<file path="src/rtl/cfg_resp_mux.sv">
// cfg_resp_mux: merges cs and timeout responses, enforces one outstanding config request,
// and fences the port after a timeout while discarding and counting stale cs responses.
module cfg_resp_mux #(
  parameter int ADDR_WIDTH = 14,
  parameter int DATA_WIDTH = 32,
  parameter int RESP_WIDTH = 2,
  parameter logic [RESP_WIDTH-1:0] SLAVE_ERROR = 2'b10,
  parameter logic [DATA_WIDTH-1:0] TO_READDATA = 32'hFFFF_FFFF,
  parameter int DRAIN_CYCLES = 1024,
  parameter int CNT_WIDTH = 16
) (
  input  logic                  clk_i,
  input  logic                  rst_i,
  input  logic                  h_read_i,
  input  logic                  h_write_i,
  input  logic [ADDR_WIDTH-1:0] h_address_i,
  output logic                  h_waitrequest_o,
  output logic                  h_readdatavalid_o,
  output logic [DATA_WIDTH-1:0] h_readdata_o,
  output logic [RESP_WIDTH-1:0] h_resp_o,
  output logic                  h_writerespvalid_o,
  output logic                  cs_read_o,
  output logic                  cs_write_o,
  input  logic                  cs_waitrequest_i,
  input  logic                  cs_readdatavalid_i,
  input  logic [DATA_WIDTH-1:0] cs_readdata_i,
  input  logic [RESP_WIDTH-1:0] cs_resp_i,
  input  logic                  cs_writerespvalid_i,
  input  logic                  to_mux_sel_i,
  input  logic                  to_readdatavalid_i,
  input  logic                  to_writerespvalid_i,
  input  logic                  late_clr_i,
  output logic [CNT_WIDTH-1:0]  late_cnt_o,
  output logic                  late_sticky_o,
  output logic [CNT_WIDTH-1:0]  timeout_cnt_o,
  output logic [1:0]            state_o
);
  localparam int DW = $clog2(DRAIN_CYCLES + 1);
  localparam logic [DW-1:0] DRAIN_LOAD = DW'(DRAIN_CYCLES - 1);
  typedef enum logic [1:0] {IDLE = 2'd0, PEND = 2'd1, DRAIN = 2'd2} state_t;
  state_t state;
  logic is_write;
  logic [DW-1:0] drain_cnt;
  logic block, accept, cs_any, cs_match, cs_wrong, to_hit, to_fire, late_inc, rd_fwd, wr_fwd;
  logic unused_addr;
  assign unused_addr = ^h_address_i[ADDR_WIDTH-2:0];
  assign block = state != IDLE;
  assign cs_read_o = h_read_i & ~block;
  assign cs_write_o = h_write_i & ~block;
  assign h_waitrequest_o = cs_waitrequest_i | block;
  assign state_o = state;
  assign accept = (cs_read_o | cs_write_o) & ~cs_waitrequest_i;
  assign cs_any = cs_readdatavalid_i | cs_writerespvalid_i;
  assign cs_match = is_write ? cs_writerespvalid_i : cs_readdatavalid_i;
  assign cs_wrong = is_write ? cs_readdatavalid_i : cs_writerespvalid_i;
  assign to_hit = to_mux_sel_i & (to_readdatavalid_i | to_writerespvalid_i);
  // A matching cs response in the same cycle beats the timeout
  assign to_fire = (state == PEND) & ~cs_match & to_hit;
  assign late_inc = ((state == PEND) & cs_wrong) | ((state == DRAIN) & cs_any);
  assign rd_fwd = cs_readdatavalid_i & ((state == IDLE) | ((state == PEND) & ~is_write));
  assign wr_fwd = cs_writerespvalid_i & ((state == IDLE) | ((state == PEND) & is_write));
  always_ff @(posedge clk_i) begin
    if (rst_i) begin
      state <= IDLE;
      is_write <= 1'b0;
      drain_cnt <= '0;
      h_readdatavalid_o <= 1'b0;
      h_writerespvalid_o <= 1'b0;
      h_readdata_o <= '0;
      h_resp_o <= '0;
      late_cnt_o <= '0;
      late_sticky_o <= 1'b0;
      timeout_cnt_o <= '0;
    end else begin
      h_readdatavalid_o <= rd_fwd | (to_fire & ~is_write);
      h_writerespvalid_o <= wr_fwd | (to_fire & is_write);
      if (to_fire) begin
        h_readdata_o <= is_write ? '0 : TO_READDATA;
        h_resp_o <= SLAVE_ERROR;
      end else if (rd_fwd | wr_fwd) begin
        h_readdata_o <= cs_readdata_i;
        h_resp_o <= cs_resp_i;
      end
      if (to_fire && !(&timeout_cnt_o)) timeout_cnt_o <= timeout_cnt_o + CNT_WIDTH'(1);
      if (late_clr_i) late_cnt_o <= late_inc ? CNT_WIDTH'(1) : '0;
      else if (late_inc && !(&late_cnt_o)) late_cnt_o <= late_cnt_o + CNT_WIDTH'(1);
      late_sticky_o <= (late_sticky_o & ~late_clr_i) | late_inc;
      unique case (state)
        IDLE: if (accept && !h_address_i[ADDR_WIDTH-1]) begin
          state <= PEND;
          is_write <= cs_write_o;
        end
        PEND: if (cs_match) state <= IDLE;
        else if (to_hit) begin
          state <= DRAIN;
          drain_cnt <= DRAIN_LOAD;
        end
        DRAIN: if (cs_any || drain_cnt == '0) state <= IDLE;
        else drain_cnt <= drain_cnt - DW'(1);
        default: state <= IDLE;
      endcase
    end
  end
endmodule
</file>
<file path="config.mk">
export PLATFORM = sky130hd
export DESIGN_NAME = cfg_resp_mux
export DESIGN_NICKNAME = d
export VERILOG_FILES = /design/src/rtl/cfg_resp_mux.sv
export SDC_FILE = /design/constraint.sdc
export NUM_CORES = 1
export LEC_CHECK = 0
export CORE_MARGIN = 3
export CORE_UTILIZATION = 50
export CTS_BUF_LIST = sky130_fd_sc_hd__clkbuf_8
export DETAILED_ROUTE_END_ITERATION = 7
export HOLD_SLACK_MARGIN = 0.02
export PLACE_DENSITY = 0.88
export SETUP_SLACK_MARGIN = 0.02
export SYNTH_ARGS = -nofsm -noshare
export SYNTH_HDL_FRONTEND = slang
export SYNTH_SLANG_ARGS = --single-unit
</file>
<file path="constraint.sdc">
create_clock -name clk_i -period 3.11 [get_ports clk_i]
set_input_delay 0.622 -clock clk_i [delete_from_list [all_inputs] [get_ports clk_i]]
set_output_delay 0.622 -clock clk_i [all_outputs]
set_load 0.05 [all_outputs]
</file>
# Word level (Yosys, flattened, before mapping)
# Cells that the tools add are included.
[classes]
add_sub_neg = 3
muxes = 19
eq_ne = 8
n_reduce_logical = 19
bitwise_logic = 31
[op_table]
columns = ["op", "count"]
rows = [
  ["$mux 32", 3],
  ["$mux 11", 3],
  ["$add 16x1->16 const B", 2],
  ["$mux 16", 2],
  ["$reduce_and 16->1", 2],
  ["$pmux 11 s2", 1],
  ["$and 1x1->1", 15],
  ["$mux 2", 6],
  ["$logic_not 11->1", 1],
  ["$or 1x1->1", 11],
  ["$sub 11x1->11 const B", 1],
  ["$reduce_bool 2->1", 4],
  ["$ne 2x2->1 const B", 3],
  ["$pmux 2 s3", 1],
  ["$not 1->1", 5],
  ["$ne 2x1->1 const B", 2],
  ["$reduce_and 4->1", 1],
  ["$logic_and 1x1->1", 3],
  ["$logic_not 1->1", 3],
  ["$mux 1", 3],
  ["$ne 3x3->1 const B", 1],
  ["$reduce_and 3->1", 1],
  ["$eq 2x1->1 const B", 1],
  ["$eq 2x2->1 const B", 1],
  ["4 further kinds", 4],
]
[word_totals]
regBits = 83
word_cells = 91
out_inout_bits = 74
input_bits = 59

# Longest topological paths before layout
[depth]
word_depth = 8
mapped_depth = 8
ltp_nobuf = 7

# Least setup slack after synthesis
# No wires, ideal clock.
[synth_timing]
path_kind = "reg-to-output"
start = "register state[0] (netlist: state_o[0])"
end = "output cs_read_o"
slack_ps = 618
n_path_buf = 1
stages_incl_launch_ff = 3
required_ps = 2488
arrival_time_ps = 1870
path_cell_list = "dfxtp_1 buf_2 nor3b_1"
[synth_between]
elab_chain_cells = 3
[synth_lines]
columns = ["element", "line", "rtl"]
rows = [
  ["start: declaration", "41", "state_t state;"],
  ["start signal: assignment", "64", "state <= IDLE;"],
  ["start signal: assignment", "90", "state <= PEND;"],
  ["start signal: assignment", "93", "PEND: if (cs_match) state <= IDLE;"],
  ["$reduce_bool 2->1", "47", "assign block = state != IDLE;"],
  ["$not 1->1", "48", "assign cs_read_o = h_read_i & ~block;"],
  ["$and 1x1->1", "48", ""],
  ["end: declaration", "22", "output logic cs_read_o,"],
]
# No other way between the ends.

# Worst setup path after layout
[layout_timing]
start = "input cs_waitrequest_i"
end = "output h_waitrequest_o"
[layout_between]
elab_chain_cells = 1
[layout_lines]
columns = ["element", "line", "rtl"]
rows = [
  ["start: declaration", "24", "input logic cs_waitrequest_i,"],
  ["$or 1x1->1", "50", "assign h_waitrequest_o = cs_waitrequest_i | block;"],
  ["end: declaration", "17", "output logic h_waitrequest_o,"],
]
# No other way between the ends.

==> results by stage <==
Global route:
- The first global-routing pass estimated between 15000 and 20000 um of wire.
- The all-layer global routing usage is 0.240.
- The total global routing overflow is 0.
- The number of antenna violations at the first check in global routing came to 0.
- The maximum number of pins on one net before global-route repair is 36.
- The via count of the first global-routing pass was 3641.

Clock network:
- In this run, post-CTS hold repair placed 0 buffers.
- The buffer depth of the longest clock path is 2.
- The clock reaches the later pin of the worst-skew pair after 0.35 ns.
- The CTS clock-pin slew for the worst setup and hold paths is 0.08 ns.
- CTS placed an instance of sky130_fd_sc_hd__clkbuf_8 at the clock tree root.
- The number of resized instances in the post-cts repair step is 0.
- The TritonCTS clock tree is built.
- Post-CTS timing repair inserted 0 buffers for setup.
- The clock tree synthesis step divided the H-tree into 3 levels.
- In this run, CTS created clock tree buffers numbering 9.
- The total number of clock tree sinks is slightly above 80.

Critical path:
- The data arrival at the endpoint of the critical path is roughly 2 ns.
- In this run the worst path has a maximum fanout of 2.
- The endpoint class of the critical path is an output port.
- Walking the worst path, the cells encountered are clkdlybuf4s50_1 > or3_1 > clkdlybuf4s50_1.
- The type of the setup path with the least slack is in2out.
- By instance count, the cell type seen most on the critical path is sky130_fd_sc_hd__clkdlybuf4s50_1.
- The required time of the critical path is 2.49 ns.
- The critical-path cell with the highest stage delay is sky130_fd_sc_hd__clkdlybuf4s50_1.
- The worst stage delay on the critical path is 0.72 ns.
- The worst setup path is launched from an input port.

Timing:
- The highest clock frequency the design can meet is 373 MHz.
- The worst-margin pin slew is 0.788 ns.
- The minimum clock period is 2.68 ns.
- The number of failing setup endpoints in the final timing report is 0.
- The remaining max-slew budget at the tightest pin is 0.474.
- The final count of hold timing violations is 0.
- The total negative slack for setup checks is 0 ns.
- The count of pins over their slew limit is 0.
- The final cycle utilization of the critical path is 0.862.
- The maximum clock skew at final layout is 0.0117 ns.
- Setup repair after global routing left no endpoint under its margin.

Job:
- Across the run, the number of max-cap violations was 0.

Power:
- For this design the static power due to leakage is 1.80 nW.
- The total design power is 2.33 mW.
- The maximum vdd drop is about 400 uV.
- The power per cell area is 444 nW/um2.

Routing:
- In the routed design, unresolved DRC markers number 0.
- The routed via count is 3713.
- Dividing the detail-routed wire length by the instance count gives 15.3 um.
- The number of nets with antenna violations after detailed routing is 0.
- The first detailed-routing pass took 4 iterations.
- The number of DRC violations after detailed-routing iteration 0 is 154.
- The routed wire length is between 10000 and 15000 um.
- After detailed routing, the number of vias per cell comes to about 5.6.

Logic synthesis:
- Of the total synthesized cell area, the portion taken by XOR and XNOR cells is 0.0578.
- The sequential element share of the synthesized area is 0.439.
- The number of warnings reported in the yosys synthesis log is 0.
- After synthesis the netlist holds a flip-flop and latch count of 83.
- By area the synthesized netlist is led by sky130_fd_sc_hd__dfxtp_1 44%, sky130_fd_sc_hd__nand2_1 8.3%, sky130_fd_sc_hd__xnor2_1 5.8%.
- The synthesized area per cell is 8.39 um2.
- After technology mapping, the gate count stands at 451.
- In this run, synthesis inferred 0 flip-flops with an integrated enable.
- The multiplexer share of the synthesized area is 0.0112.
- The share of the synthesized area in compound gates (AO/OA/AOI/OAI) is 0.135.
- The proportion of register bits with asynchronous set or reset after synthesis is 0.
- The synthesized netlist occupies a cell area of 3790 um2.
- After synthesis, the largest family of logic cells by area is simple AND/OR/NAND/NOR gates.
- The most used flip-flop cell after synthesis is sky130_fd_sc_hd__dfxtp_1.
- The top cell type's share of synthesized area is 0.439.
- The post-synthesis adder-cell area fraction is 0.00991.
- The number of distinct library cells after synthesis is 57.
- The net count after synthesis is 513.
- The share of synthesized cell area in and, or, nand and nor gates is 0.308.
- The top cell type by total area after synthesis is sky130_fd_sc_hd__dfxtp_1.

Floorplan:
- The floorplan step set the die height to 93.0 um.
- During I/O placement, the number of pins put on the boundary was 133.
- The core region is 7290 um2.
- The initial utilization of the core area, before any placement, comes to 0.519.
- The die covers 8650 um2.
- In this run the core area contains 31 standard-cell rows.
- Measured along the x axis, the die boundary spans 93.0 um.

Final layout:
- Leaving out fill and tap cells, the most frequent cell in the layout is sky130_fd_sc_hd__clkdlybuf4s50_1.
- The diode insertion count for antenna repair is 0.
- Relative to the synthesized area, the layout overhead comes to 38.7%.
- With fillers left out, the area of the finished cells amounts to 5250 um2.
- The top cell types in the final layout, fill and taps aside, are 117 x sky130_fd_sc_hd__clkdlybuf4s50_1, 84 x sky130_fd_sc_hd__nand2_1, 83 x sky130_fd_sc_hd__dfxtp_1, 41 x sky130_fd_sc_hd__nor2_1, 34 x sky130_fd_sc_hd__a31oi_1.
- The share of the core filled with cells is 0.720.
- The final net count is 624.
- In the final layout, the share of cells above drive strength 1 is 0.0794.
- Counting the fill cells in the layout gives 583.

Hold path:
- The worst hold path belongs to the class reg2reg.

Placement:
- The routability congestion estimate from global placement is between 0.9 and 1.
- Port buffering added 119 buffers.
- The HPWL reported at the end of detailed placement is 7270 um.
- The placed standard-cell area is 5050 um2.

Run status:
- The run finished with clean final reports.
-- stage by stage --
step                      setup slack [ns]  instances  hold WS, ns
after floorplan                      0.618        451        0.467
after global placement               0.435        650        0.461
after detailed placement             0.412        650        0.463
after CTS                            0.425        666        0.477
after global routing                 0.387        666        0.499
final                                0.429        666        0.475
-- flip-flops by register name, summed over array words and instances, names as in the netlist, 2 cells and up --
register	count
drain_cnt	11
h_readdata_o	32
timeout_cnt_o	16
late_cnt_o	16
state_o	2
h_resp_o	2
-- cells in the mapped netlist, types with 2 or more instances --
master / number
sky130_fd_sc_hd__nand2_1: 84
sky130_fd_sc_hd__dfxtp_1: 83
sky130_fd_sc_hd__nor2_1: 41
sky130_fd_sc_hd__a31oi_1: 34
sky130_fd_sc_hd__xnor2_1: 25
sky130_fd_sc_hd__nor3_1: 20
sky130_fd_sc_hd__a21oi_1: 17
sky130_fd_sc_hd__clkbuf_1: 15
sky130_fd_sc_hd__nand4_1: 12
sky130_fd_sc_hd__nand3_1: 11
sky130_fd_sc_hd__nor4_1: 11
sky130_fd_sc_hd__o21ai_0: 7
sky130_fd_sc_hd__inv_1: 6
sky130_fd_sc_hd__nor3b_1: 6
sky130_fd_sc_hd__a311oi_1: 5
sky130_fd_sc_hd__and3_1: 5
sky130_fd_sc_hd__buf_2: 5
sky130_fd_sc_hd__nand2b_1: 5
sky130_fd_sc_hd__a211oi_1: 4
sky130_fd_sc_hd__buf_1: 4
sky130_fd_sc_hd__nor4_2: 4
sky130_fd_sc_hd__ha_1: 3
sky130_fd_sc_hd__nor2b_1: 3
sky130_fd_sc_hd__or3_1: 3
sky130_fd_sc_hd__a2111oi_0: 2
sky130_fd_sc_hd__and4_1: 2
sky130_fd_sc_hd__buf_4: 2
sky130_fd_sc_hd__mux2i_1: 2
sky130_fd_sc_hd__o21a_1: 2
-- worst max-delay path: cells and delay by family --
family                 cells  cell delay (ns)
buffers and inverters      2             1.11
and+or+nand+nor            1             0.33
-- per-layer routing --
metal | global-route usage | vias up | part of all wire
met4 | 0.101 | 0 | 0.029
li1 | - | 1824 | -
met1 | 0.277 | 1710 | 0.40
met2 | 0.403 | 152 | 0.48
met5 | 0 | - | 0
met3 | 0.0821 | 27 | 0.090
-- layout make-up --
type                       instances  area, um2  share of cell area
tap                               99        124              0.0236
timing repair buffer             128       1250               0.239
clock inverter                     6       65.1              0.0124
sequential                        83       1660               0.316
multi-input combinational        334       1990               0.378
inverter                           6       22.5             0.00429
clock buffer                      10        138              0.0262
-- cells by family (layout without fill, tap and decap cells) --
| group | Yosys count | count (layout) |
|---|---|---|
| AND/OR/NAND/NOR | 224 | 224 |
| XOR/XNOR | 25 | 25 |
| multiplexers | 4 | 4 |
| adder cells (fa/ha/maj) | 3 | 3 |
| buffers and inverters | 34 | 150 |
| flip-flops | 83 | 83 |
| AO/OA/AOI/OAI | 78 | 78 |
-- path summary, 6_finish.rpt --
kind / slack (ns) / to / from / cells past startpoint
setup / recovery: 0.43 / h_waitrequest_o / cs_waitrequest_i / 3
hold / removal: 0.47 / late_sticky_o$_SDFF_PP0_ / late_sticky_o$_SDFF_PP0_ / 2
setup reg to reg: 0.91 / late_cnt_o[15]$_SDFFE_PP0P_ / state_o[1]$_SDFFE_PP0P_ / 5
hold reg to reg: 0.47 / late_sticky_o$_SDFF_PP0_ / late_sticky_o$_SDFF_PP0_ / 2
-- power breakdown --
part / internal [mW] / switching [mW]
sequential: 1.10 / 0.0261
clock: 0.393 / 0.395
combinational: 0.162 / 0.254
No activity file was read; power rests on OpenSTA's default activity.
==> RTL change (same flow settings) <==
Register the output `late_cnt_o` once more, cleared by the reset; this adds one clock of latency there. The other outputs are not delayed to match.
--- a/src/rtl/cfg_resp_mux.sv
+++ b/src/rtl/cfg_resp_mux.sv
@@ -38,6 +38,8 @@
   localparam int DW = $clog2(DRAIN_CYCLES + 1);
   localparam logic [DW-1:0] DRAIN_LOAD = DW'(DRAIN_CYCLES - 1);
   typedef enum logic [1:0] {IDLE = 2'd0, PEND = 2'd1, DRAIN = 2'd2} state_t;
+
+  logic [CNT_WIDTH-1:0] late_cnt_s0;
   state_t state;
   logic is_write;
   logic [DW-1:0] drain_cnt;
@@ -68,7 +70,7 @@
       h_writerespvalid_o <= 1'b0;
       h_readdata_o <= '0;
       h_resp_o <= '0;
-      late_cnt_o <= '0;
+      late_cnt_s0 <= '0;
       late_sticky_o <= 1'b0;
       timeout_cnt_o <= '0;
     end else begin
@@ -82,8 +84,8 @@
         h_resp_o <= cs_resp_i;
       end
       if (to_fire && !(&timeout_cnt_o)) timeout_cnt_o <= timeout_cnt_o + CNT_WIDTH'(1);
-      if (late_clr_i) late_cnt_o <= late_inc ? CNT_WIDTH'(1) : '0;
-      else if (late_inc && !(&late_cnt_o)) late_cnt_o <= late_cnt_o + CNT_WIDTH'(1);
+      if (late_clr_i) late_cnt_s0 <= late_inc ? CNT_WIDTH'(1) : '0;
+      else if (late_inc && !(&late_cnt_s0)) late_cnt_s0 <= late_cnt_s0 + CNT_WIDTH'(1);
       late_sticky_o <= (late_sticky_o & ~late_clr_i) | late_inc;
       unique case (state)
         IDLE: if (accept && !h_address_i[ADDR_WIDTH-1]) begin
@@ -101,4 +103,12 @@
       endcase
     end
   end
+  always_ff @(posedge clk_i) begin
+    if (rst_i) begin
+      late_cnt_o <= '0;
+    end else begin
+      late_cnt_o <= late_cnt_s0;
+    end
+  end
+
 endmodule
Check against the original RTL: not equivalent (Yosys sat finds a counterexample within 4 cycles, from zero or initial values and one cycle with rst_i high).
==> RTL change against the original RTL <==
Maximum frequency is 0.75% lower. Area after synthesis rose by 8.7%. Setup slack got worse by 0.020 ns. Wire length is 2.9% higher. Power up 6.7%. Sequential cell count grew 16. Die area is 8.1% higher. Design area rose by 5.3%. Critical path type unchanged.
==> RTL change: results <==
placed_design:
  dp_cells: 680
  dpl_cell_area_um2: 5360
  gp_congestion: 0.881
  pre_cts_slack_ns: 0.296
grt:
  track_usage_pct: 22.0
  grt_first_pass_wirelength_mm: 17.5
drt:
  wl_met1_mm: 4.53
  wl_met2_mm: 5.02
  drt-total-wl_mm: 10.5
  drt-initial-drc-count: 267
  drtPass1Iterations: 5
  vias: 3937
critical_path:
  r2r_setup_slack_ns: 0.83
  r2r-end: "drain_cnt[8]$_SDFFE_PP0P_"
  arrival_ns: 2.08
  reg2reg_from: "drain_cnt[0]$_SDFFE_PP0P_"
  reg2regPathDepth: 8
logic_synthesis:
  synth_area_leaders: "dfxtp_1 (48%), nand2_1 (6.4%), nor2_1 (4.4%)"
  syn_avg_cell_area_um2: 8.54
  yosys-top-cells-count: "dfxtp_1 (99), nand2_1 (70), nor2_1 (48)"
  syn_nets: 544
  yosys.cell_types.count: 49
cells_and_area:
  drive_gt1_share_pct: 5.89
  finalNetCount: 651
power_and_ir_drop:
  internal_power_mw: 1.76
  ir_worst_vdd_uv: 307
  p_leak_nw: 1.90
hold_path:
  min-delay-start: "drain_cnt[10]$_SDFFE_PP0P_"
sta:
  fin_worst_skew_ns: 0.0125
  fin_crit_sh_pct: 86.9
clock_tree:
  worstSkewPairLatency_ns: 0.37
status:
  status: "finished clean"
RTL change: worst min-delay path by stage:
stage / end / slack (ns) / cells past startpoint
finish: drain_cnt[10]$_SDFFE_PP0P_ / 0.47 / 2
global route: drain_cnt[10]$_SDFFE_PP0P_ / 0.50 / 2
CTS: drain_cnt[10]$_SDFFE_PP0P_ / 0.47 / 2
detailed placement: drain_cnt[10]$_SDFFE_PP0P_ / 0.46 / 2
global placement: drain_cnt[10]$_SDFFE_PP0P_ / 0.45 / 2
floorplan: drain_cnt[10]$_SDFFE_PP0P_ / 0.44 / 2
RTL change: worst max-delay path, delay by kind of cell:
family / cells / cell delay [ns]
buf+inv: 2 / 1.12
simple gates: 1 / 0.34
RTL change: cell type report:
cell class	instances	area, um^2
fill	623	2320
multi-input combinational	347	1990
sequential	99	1980
timing repair buffer	128	1250
tap	102	128
clock buffer	9	124
clock inverter	7	46.3
inverter	4	15.0
RTL change: power groups by stage:
stage,Clock [mW],Combinational (mW),Sequential (mW)
finish,0.728,0.424,1.33
global route,0.796,0.449,1.34
CTS,0.740,0.424,1.33
detailed placement,0,0.421,1.36
global placement,0,0.415,1.36
floorplan,0,0.132,1.49
RTL change: logic make-up (layout without fill, tap and decap cells):
| group | after synthesis | after routing | synth area share [%] |
|---|---|---|---|
| simple gates | 227 | 227 | 27.3 |
| flops | 99 | 99 | 48.2 |
| compound gates | 92 | 92 | 14.4 |
| buf+inv | 36 | 148 | 3.74 |
| xor+xnor | 21 | 21 | 4.47 |
| mux | 4 | 4 | 0.973 |
| fa+ha+maj | 3 | 3 | 0.912 |
RTL change: layer usage:
metal	vias to the layer above	global-route usage, %
met5	-	0
met2	141	35.6
met3	24	6.78
met1	1839	27.8
met4	0	7.67
li1	1933	-
